[config.mk]
export PLATFORM = sky130hd
export DESIGN_NAME = mram_burst_ctrl
export DESIGN_NICKNAME = d
export VERILOG_FILES = /design/src/rtl/mram_burst_ctrl.sv
export SDC_FILE = /design/constraint.sdc
export NUM_CORES = 1
export LEC_CHECK = 0
export BUFFER_PORTS_ARGS = -buffer_cell sky130_fd_sc_hd__buf_2
export CAP_MARGIN = 5
export CORE_ASPECT_RATIO = 1.75
export CORE_MARGIN = 1
export CORE_UTILIZATION = 55
export DETAILED_ROUTE_END_ITERATION = 8
export HOLD_SLACK_MARGIN = 0.06
export PLACE_DENSITY = 0.94
export SYNTH_ARGS = -nofsm -noshare
export SYNTH_HDL_FRONTEND = slang
export SYNTH_SLANG_ARGS = --single-unit
[constraint.sdc]
create_clock -name clk -period 3.6 [get_ports clk]
set_clock_uncertainty 0.1 [all_clocks]
set_input_delay 0.9 -clock clk [delete_from_list [all_inputs] [get_ports clk]]
set_output_delay 0.9 -clock clk [all_outputs]
set_load 0.1 [all_outputs]
[src/rtl/mram_burst_ctrl.sv]
// Burst controller driving an asynchronous SRAM-style MRAM: one beat per word, linear or wrapped addressing.
// Latency: read beat = SETUP + ACCESS_CYC + HOLD cycles; rd_valid pulses in HOLD. Writes add >=1 WAIT_WR cycle per beat.
// Backpressure: writes stall in WAIT_WR until wr_valid; reads have none (consumer must take every rd_valid).
module mram_burst_ctrl #(
    parameter int DATA_W     = 16,
    parameter int ADDR_W     = 20,
    parameter int LEN_W      = 8,
    parameter int ACCESS_CYC = 3,
    parameter int WRAP_W     = 4
) (
    input  logic                  clk,
    input  logic                  rst,
    input  logic                  cmd_valid,
    output logic                  cmd_ready,
    input  logic                  cmd_write,
    input  logic [ADDR_W-1:0]     cmd_addr,
    input  logic [LEN_W-1:0]      cmd_len,
    input  logic                  cmd_wrap,
    input  logic                  abort,
    input  logic                  wr_valid,
    output logic                  wr_ready,
    input  logic [DATA_W-1:0]     wr_data,
    input  logic [DATA_W/8-1:0]   wr_be,
    output logic                  rd_valid,
    output logic [DATA_W-1:0]     rd_data,
    output logic                  rd_last,
    output logic                  busy,
    output logic                  done,
    output logic [ADDR_W-1:0]     mram_addr,
    output logic [DATA_W-1:0]     mram_dq_o,
    output logic                  mram_dq_oe,
    input  logic [DATA_W-1:0]     mram_dq_i,
    output logic                  chip_en,
    output logic                  write_en,
    output logic                  out_en,
    output logic [DATA_W/8-1:0]   byte_en_n
);

    localparam int ACC_W = (ACCESS_CYC > 1) ? $clog2(ACCESS_CYC) : 1;
    localparam logic [ACC_W-1:0] ACC_LAST = ACC_W'(ACCESS_CYC - 1);

    typedef enum logic [2:0] {IDLE, WAIT_WR, SETUP, ACCESS, HOLD} state_t;

    state_t            state;
    logic [LEN_W-1:0]  beat_cnt;
    logic [ACC_W-1:0]  acc_cnt;
    logic [ADDR_W-1:0] addr;
    logic [ADDR_W-1:0] next_addr;
    logic              is_write;
    logic              is_wrap;
    logic              abort_seen;
    logic              abort_now;

    assign cmd_ready = (state == IDLE) && !rst;
    assign busy      = (state != IDLE);
    // A word is only taken when the burst is not being abandoned this cycle.
    assign wr_ready  = (state == WAIT_WR) && wr_valid && !abort && !rst;
    assign abort_now = abort_seen || abort;

    // Next beat address: linear rolls over the full space, wrap stays inside the aligned block.
    always_comb begin
        next_addr = addr + ADDR_W'(1);
        if (is_wrap) begin
            next_addr                = addr;
            next_addr[WRAP_W-1:0]    = addr[WRAP_W-1:0] + WRAP_W'(1);
        end
    end

    // Burst FSM with all pin outputs registered alongside the state.
    always_ff @(posedge clk) begin
        if (rst) begin
            state      <= IDLE;
            beat_cnt   <= '0;
            acc_cnt    <= '0;
            addr       <= '0;
            is_write   <= 1'b0;
            is_wrap    <= 1'b0;
            abort_seen <= 1'b0;
            rd_valid   <= 1'b0;
            rd_data    <= '0;
            rd_last    <= 1'b0;
            done       <= 1'b0;
            mram_addr  <= '0;
            mram_dq_o  <= '0;
            mram_dq_oe <= 1'b0;
            chip_en    <= 1'b1;
            write_en   <= 1'b1;
            out_en     <= 1'b1;
            byte_en_n  <= '1;
        end else begin
            done     <= 1'b0;
            rd_valid <= 1'b0;
            rd_last  <= 1'b0;
            if (state != IDLE && abort) begin
                abort_seen <= 1'b1;
            end
            case (state)
                IDLE: begin
                    if (cmd_valid) begin
                        is_write   <= cmd_write;
                        is_wrap    <= cmd_wrap;
                        addr       <= cmd_addr;
                        beat_cnt   <= cmd_len;
                        abort_seen <= 1'b0;
                        if (cmd_write) begin
                            state <= WAIT_WR;
                        end else begin
                            state     <= SETUP;
                            mram_addr <= cmd_addr;
                            chip_en   <= 1'b0;
                            byte_en_n <= '0;
                        end
                    end
                end
                WAIT_WR: begin
                    if (abort) begin
                        // No pin cycle has started for this beat, so leave at once.
                        state <= IDLE;
                        done  <= 1'b1;
                    end else if (wr_valid) begin
                        state      <= SETUP;
                        mram_addr  <= addr;
                        mram_dq_o  <= wr_data;
                        mram_dq_oe <= 1'b1;
                        byte_en_n  <= ~wr_be;
                        chip_en    <= 1'b0;
                    end
                end
                SETUP: begin
                    acc_cnt <= '0;
                    state   <= ACCESS;
                    if (is_write) begin
                        write_en <= 1'b0;
                    end else begin
                        out_en <= 1'b0;
                    end
                end
                ACCESS: begin
                    if (acc_cnt == ACC_LAST) begin
                        state    <= HOLD;
                        write_en <= 1'b1;
                        out_en   <= 1'b1;
                        if (!is_write) begin
                            rd_data  <= mram_dq_i;
                            rd_valid <= 1'b1;
                            rd_last  <= (beat_cnt == '0) && !abort_now;
                        end
                    end else begin
                        acc_cnt <= acc_cnt + ACC_W'(1);
                    end
                end
                HOLD: begin
                    if (beat_cnt == '0 || abort_now) begin
                        state      <= IDLE;
                        done       <= 1'b1;
                        chip_en    <= 1'b1;
                        mram_dq_oe <= 1'b0;
                        byte_en_n  <= '1;
                    end else begin
                        beat_cnt <= beat_cnt - LEN_W'(1);
                        addr     <= next_addr;
                        if (is_write) begin
                            state      <= WAIT_WR;
                            chip_en    <= 1'b1;
                            mram_dq_oe <= 1'b0;
                            byte_en_n  <= '1;
                        end else begin
                            state     <= SETUP;
                            mram_addr <= next_addr;
                        end
                    end
                end
                default: state <= IDLE;
            endcase
        end
    end

endmodule

==> impl_results.md, run 1 <==
- GRT Total Usage: 0.3072
- Post-CTS Hold Buffers: 0
- Seq pwr share: 0.416
- Max VDD drop: roughly 0.45 mV
- Number of global-route vias before repair: roughly 4900
- Combinational power share: 0.232
- Crit path kind: flip-flop to primary output
- Crit-path cells: nor3b_1, nand3b_1, buf_4, nor2_2, buf_12
- Multi-input logic area: about 2700 um^2
- Buffers added on ports: about 130
- Clk pin slew, worst setup/hold paths: about 0.07 ns
- Fin. max-slew vios: 0
- CP required: ~2.6 ns
- Synth warnings: 0
- Max Clk Rate: 0.3203 GHz
- Max clock buf depth: 2
- Number of diodes: 0
- Die Y: about 130 um
- Max-Cap Viols: 0
- Final Worst Setup Slack: between 0.4 and 0.5 ns
- EDFF count, synth: 0
- Area grow syn2layout: 20.23%
- Vias per std cell: between 6 and 7
- Crit-path leading delay family: flip-flops
- Initial antenna violation count: 0
- Non-filler cells in the finished layout: ~840
- Core box area: 8615 um^2
- Pre-antenna DRT Iters: 5
- Synth cell count leaders: nand2_1, dfxtp_1, a21oi_1, nor2_1, o21ai_0
- CP Data Arrival Time: 2.12 ns
- Iteration-0 DRC count of the detailed router: 619
- Dominant cells by area after synthesis: dfxtp_1, nand2_1, a21oi_1
- Fin crit share: 0.8673
- Status: finished, final reports clean
- Ys async rst share: 0
- Synth top area share: 0.3994
- Crit. End Element: primary output
- Post-cts resize count: 0
- RSZ-0062 raised after global routing: no
- Startpoint types: flip-flop
- Worst Hold Class: flip-flop to flip-flop
- CP max FO: 19
- Routed vias: around 5100
- Post-Route WL: approximately 14000 um
- Final #Nets: around 800
- Io pins: around 130
- Post-Route Setup TNS: 0 ns
- Clock power frac: 0.352
- Antenna Nets Post-Route: 0
- Drt drc: 0
- Most frequent cell after synthesis: nand2_1
- Yosys top cell by area: dfxtp_1
- Syn_area_per_cell: between 7 and 8 um^2
- Final setup fails: 0
- Post-synthesis sequential area ratio: 0.3994
- Worst path depth: 5
- Syn_nets: between 600 and 700
- Worst r2r src: state[2]
- Reg2Reg Capture Point: mram_addr[1]
- Sw frac: 0.3586
- Placer Congestion: about 0.95
- DR WL/cell: between 15 and 20 um
- Seq. cell area: around 1900 um^2
- CP max stage cell: dfxtp_1
- Int Power: 1880 uW
- Synthesized area: just under 5000 um^2
- Least-Margin Pin Slew: just under 1 ns
- Pin count of the biggest net entering global routing: between 60 and 70
- Worst skew pair latency: 0.36 ns
- Fillers: 679
- Rows: 45
- Initial core utilization: 0.5644
- Global-route wire length before repair: 22200 um
- Sw Pwr: ~1100 uW
- Die W: roughly 73 um
- Fin. Hold Viols: 0
- CP max stage delay: roughly 0.7 ns
- Clock period minus worst slack: ~3.1 ns
- Finished Cell Area: between 5000 and 6000 um^2
- Post-CTS setup buffer count: 0
- R2R cell count: 5
- Buffers & Inverters on Critical Path: 2
- Leakage: 0.002384 uW
- Flop-to-flop setup slack: ~0.76 ns
- Pwr/cell area: ~500 nW/um^2
- Sink Count: 97
- Cell Area, Placed: 5529 um^2
- Detailed Place HPWL: 9630 um
- Cells after synthesis: slightly above 600
- Clock root cell: clkbuf_16
- Main synth FF type: dfxtp_1
- Overflow after GRT: 0
- CTS buffer count: 9
- CTS tree: built
- Synth cell types: 64
- # H-tree levels: 3
- DP Worst Slack: ~0.4 ns
- DP Cell Count: 828
- Crit path launch: state[0]
- Slew headroom: 0.3508
- Crit path to: wr_ready
- Final core occ: 0.6786
- Die footprint: 9235 um^2
- Share of layout cells above drive strength 1: 0.2545
- Synth Register Bits: a little under 100
-- per-layer routing --
layer	GRT usage	part of all wire	wire length, um	up-vias
li1	-	-	-	2429
met1	0.3273	0.36	5000	2383
met2	0.5229	0.52	7113	267
met3	0.05719	0.062	844	58
met4	0.2284	0.055	749	0
met5	0	0	0	-
-- metrics by stage --
stage,power [uW],hold slack (ns)
after floorplan,1764,0.3527
after global placement,1896,0.3396
after detailed placement,1917,0.3436
after CTS,2930,0.3538
after global routing,3036,0.3780
final,2932,0.3520
-- worst min path at each step --
stage             startpoint            end  slack, ns  cells after the start
6_report        mram_dq_o[6]   mram_dq_o[6]       0.35                      2
5_1_grt          rd_data[13]    rd_data[13]       0.38                      2
4_1_cts        mram_dq_o[14]  mram_dq_o[14]       0.35                      2
3_5_place_dp   mram_dq_o[14]  mram_dq_o[14]       0.34                      2
3_3_place_gp      rd_data[9]     rd_data[9]       0.34                      2
2_1_floorplan    beat_cnt[7]    beat_cnt[7]       0.35                      2
-- layout make-up --
cell class | instances | area share
sequential | 97 | 0.3322
tap | 117 | 0.02504
multi-input combinational | 466 | 0.4557
inverter | 5 | 0.003211
clock inverter | 7 | 0.01562
timing repair buffer | 143 | 0.1297
clock buffer | 9 | 0.03853
-- worst register-to-register path, stage by stage, from the launching register on --
cell      delay, ns
dfxtp_1        0.58
or3b_4         0.56
o31ai_4        0.86
buf_4          0.36
nor2_1         0.06
a211oi_1       0.22
-- cell families after synthesis --
group / count (synthesis) / share of synthesized area
xor gates and xnor gates: 3 / 0.005405
DFF: 97 / 0.3994
muxes: 3 / 0.006176
adders and majority gates: 4 / 0.01029
buffers and inverters: 54 / 0.05584
AOI/OAI and AO/OA: 200 / 0.2692
and+or+nand+nor: 256 / 0.2537
-- cells in the final DEF, fill, tap and decap left out, drive strengths merged, types with 3 or more instances in the layout --
master and count:
a211oi 18, a21oi 79, a221oi 8, a311oi 15
a31oi 3, and2 4, and3 3, buf 143
clkbuf 9, dfxtp 97, ha 4, inv 10
mux2i 3, nand2 115, nand2b 5, nand3 12
nand3b 4, nand4 6, nand4b 3, nor2 59
nor3 9, nor3b 5, nor4 11, o21a 4
o21ai 44, o22ai 3, o31ai 5, o32ai 6
or2 4, or3 5, or3b 3, xor2 3
-- power by group through the flow --
stage	Combinational (uW)	Sequential [uW]	Clock [uW]
finish	681	1220	1030
global route	723	1230	1080
CTS	677	1220	1040
detailed placement	675	1240	0
global placement	658	1240	0
floorplan	311	1450	0
-- sequential cells by signal, indices dropped and copies added, names as in the netlist, 2 cells and up --
| signal | count |
|---|---|
| beat_cnt | 8 |
| mram_dq_o | 16 |
| addr | 20 |
| byte_en_n | 2 |
| state | 3 |
| mram_addr | 20 |
| rd_data | 16 |
| acc_cnt | 2 |
Power figures use the tool's default switching activity.
==> run 2, diff against run 1 <==
--- a/config.mk
+++ b/config.mk
@@ -7,12 +7,14 @@
 export LEC_CHECK = 0
 export BUFFER_PORTS_ARGS = -buffer_cell sky130_fd_sc_hd__buf_2
 export CAP_MARGIN = 5
-export CORE_ASPECT_RATIO = 1.75
+export CORE_ASPECT_RATIO = 1.1
 export CORE_MARGIN = 1
 export CORE_UTILIZATION = 55
 export DETAILED_ROUTE_END_ITERATION = 8
 export HOLD_SLACK_MARGIN = 0.06
+export MAX_ROUTING_LAYER = met4
 export PLACE_DENSITY = 0.94
+export SKIP_LAST_GASP = 1
 export SYNTH_ARGS = -nofsm -noshare
 export SYNTH_HDL_FRONTEND = slang
 export SYNTH_SLANG_ARGS = --single-unit
==> run 2 against run 1 <==
  * Combinational power hardly changed
  * Die area is 0.16% lower
  * Final cell count is 1.1% lower
  * First-iteration DRC count is 30% lower
  * Total power is 9.3% lower
  * Worst setup slack worse by 0.10 ns
  * Largest power group unchanged
==> impl_results.md, run 2 (synthesized netlist as in run 1, its figures left out) <==
- Flop-to-flop setup slack: 0.83 ns (+0.07 ns)
- Startpoint types: flip-flop
- GRT Total Usage: 0.2931 (-0.01409)
- Placer Congestion: 0.9279 (-1.9%)
- Clock root cell: clkbuf_8
- Max clock buf depth: 2 (unchanged)
- Die W: 91.65 um (+25%)
- CP max stage delay: 0.73 ns (about the same)
- Post-CTS setup buffer count: 0 (unchanged)
- Buffers & Inverters on Critical Path: 3 (+1)
- CP max FO: 19 (unchanged)
- Initial antenna violation count: 0 (unchanged)
- Routed vias: 5138 (+0.019%)
- Crit path kind: flip-flop to primary output
- Max-Cap Viols: 0 (unchanged)
- CP Data Arrival Time: 2.23 ns (+0.11 ns)
- Fin crit share: 0.8959 (+0.02857)
- CTS buffer count: 9 (unchanged)
- Fin. max-slew vios: 0 (unchanged)
- Cell Area, Placed: 5499 um^2 (-0.54%)
- Leakage: 0.002323 uW (-2.6%)
- Final setup fails: 0 (unchanged)
- Crit-path cells: nor3b_1, buf_4, nand3b_1, buf_4, nor2_2, buf_12
- CP required: 2.60 ns (about the same)
- Fin. Hold Viols: 0 (unchanged)
- Pre-antenna DRT Iters: 5 (unchanged)
- Least-Margin Pin Slew: 0.9634 ns (-0.01043 ns)
- Most frequent CP cell: buf_4
- Initial core utilization: 0.5723 (+0.007897)
- Post-Route WL: 13420 um (-2.1%)
- Pin count of the biggest net entering global routing: 59 (-14%)
- Core box area: 8496 um^2 (-1.4%)
- # H-tree levels: 3 (unchanged)
- Crit. End Element: primary output
- Clock period minus worst slack: 3.225 ns (+0.1029 ns)
- DP Worst Slack: 0.8187 ns (+0.4276 ns)
- Io pins: 133 (unchanged)
- Finished Cell Area: 5704 um^2 (-2.4%)
- CP max stage cell: dfxtp_1
- Final Worst Setup Slack: 0.3748 ns (-0.1029 ns)
- Pwr/cell area: 466.0 nW/um^2 (-7.1%)
- Global-route wire length before repair: 21350 um (-3.9%)
- Largest regs: addr x20, mram_addr x20
- Detailed Place HPWL: 9293 um (-3.5%)
- Buffers added on ports: 132 (unchanged)
- Drt drc: 0 (unchanged)
- Number of diodes: 0 (unchanged)
- Crit path launch: state[0]
- CTS tree: built
- Commonest non-fill, non-tap cell in the layout: buf_2
- Most frequent cells in the layout: buf_2, nand2_1, dfxtp_1, a21oi_1, nor2_1
- Worst Hold Class: flip-flop to flip-flop
- Iteration-0 DRC count of the detailed router: 432 (-30%)
- Die Y: 100.6 um (-20%)
- Number of global-route vias before repair: 4694 (-3.6%)
- DR WL/cell: 16.07 um (-1.0%)
- Max VDD drop: 0.3282 mV (-27%)
- Vias per std cell: 6.153 (+1.1%)
- Area grow syn2layout: 17.32%
- Clk pin slew, worst setup/hold paths: 0.10 ns (+0.03 ns)
- Worst skew pair latency: 0.38 ns (+0.02 ns)
- Antenna Nets Post-Route: 0 (unchanged)
- Max Clk Rate: 0.3101 GHz (-3.2%)
- Post-Route Setup TNS: 0 ns (unchanged)
- Overflow after GRT: 0 (unchanged)
- Worst r2r src: state[0]
- Sink Count: 97 (unchanged)
- Final #Nets: 792 (-0.38%)
- Status: finished, final reports clean
- Crit-path leading delay family: flip-flops
- RSZ-0062 raised after global routing: no
- Post-CTS Hold Buffers: 0 (unchanged)
- Post-cts resize count: 0 (unchanged)
- Slew headroom: 0.3554 (+0.004578)
- Share of layout cells above drive strength 1: 0.2514 (-0.003089)
- Rows: 35 (-22%)
- Hold path startpoint: rd_data[5]
- Die footprint: 9220 um^2 (-0.16%)
[run 2: cell count changes in the layout (fill, tap and decap cells not counted), sizes merged]
cell and delta:
buf -3, clkinv +2, clkinvlp -1, inv -1
[run 2: cell type report]
class	count	area, um^2
clock buffer	9	123.9
clock inverter	7	81.33
tap	111	138.9
fill	691	2791
inverter	5	18.77
multi-input combinational	466	2664
timing repair buffer	140	735.7
sequential	97	1942
[run 2: worst min-delay path, delay by kind of cell, from the launching register on]
| family | cells | cell delay [ns] |
|---|---|---|
| flops | 1 | 0.32 |
| compound gates | 1 | 0.05 |
| simple gates | 1 | 0.05 |
[run 2: final timing paths]
| path | end | cells past startpoint |
|---|---|---|
| worst max-delay path | wr_ready | 6 |
| worst min-delay path | rd_data[5] | 2 |
| worst max register to register | beat_cnt[2] | 4 |
| worst min register to register | rd_data[5] | 2 |
[run 2: metrics by stage]
step / power, uW / hold slack, ns / instances / utilization
3_3_place_gp: 1887 / 0.3399 / 819 / 0.6473
2_1_floorplan: 1764 / 0.3527 / 617 / -
6_report: 2658 / 0.3576 / 835 / 0.6714
5_1_grt: 2752 / 0.3884 / 835 / 0.6714
4_1_cts: 2646 / 0.3569 / 835 / 0.6714
3_5_place_dp: 1913 / 0.3431 / 819 / 0.6473
[run 2: where the power goes]
part	switching [uW]	internal, uW
Clock	425	334
Sequential	77.2	1140
Combinational	506	174
[run 2: metal layers]
metal	global-route usage	wire, um	vias up
met5	-	0	-
met4	0.1416	473	0
met3	0.05354	1043	60
met2	0.4754	6571	270
met1	0.3526	5334	2382
li1	-	-	2426
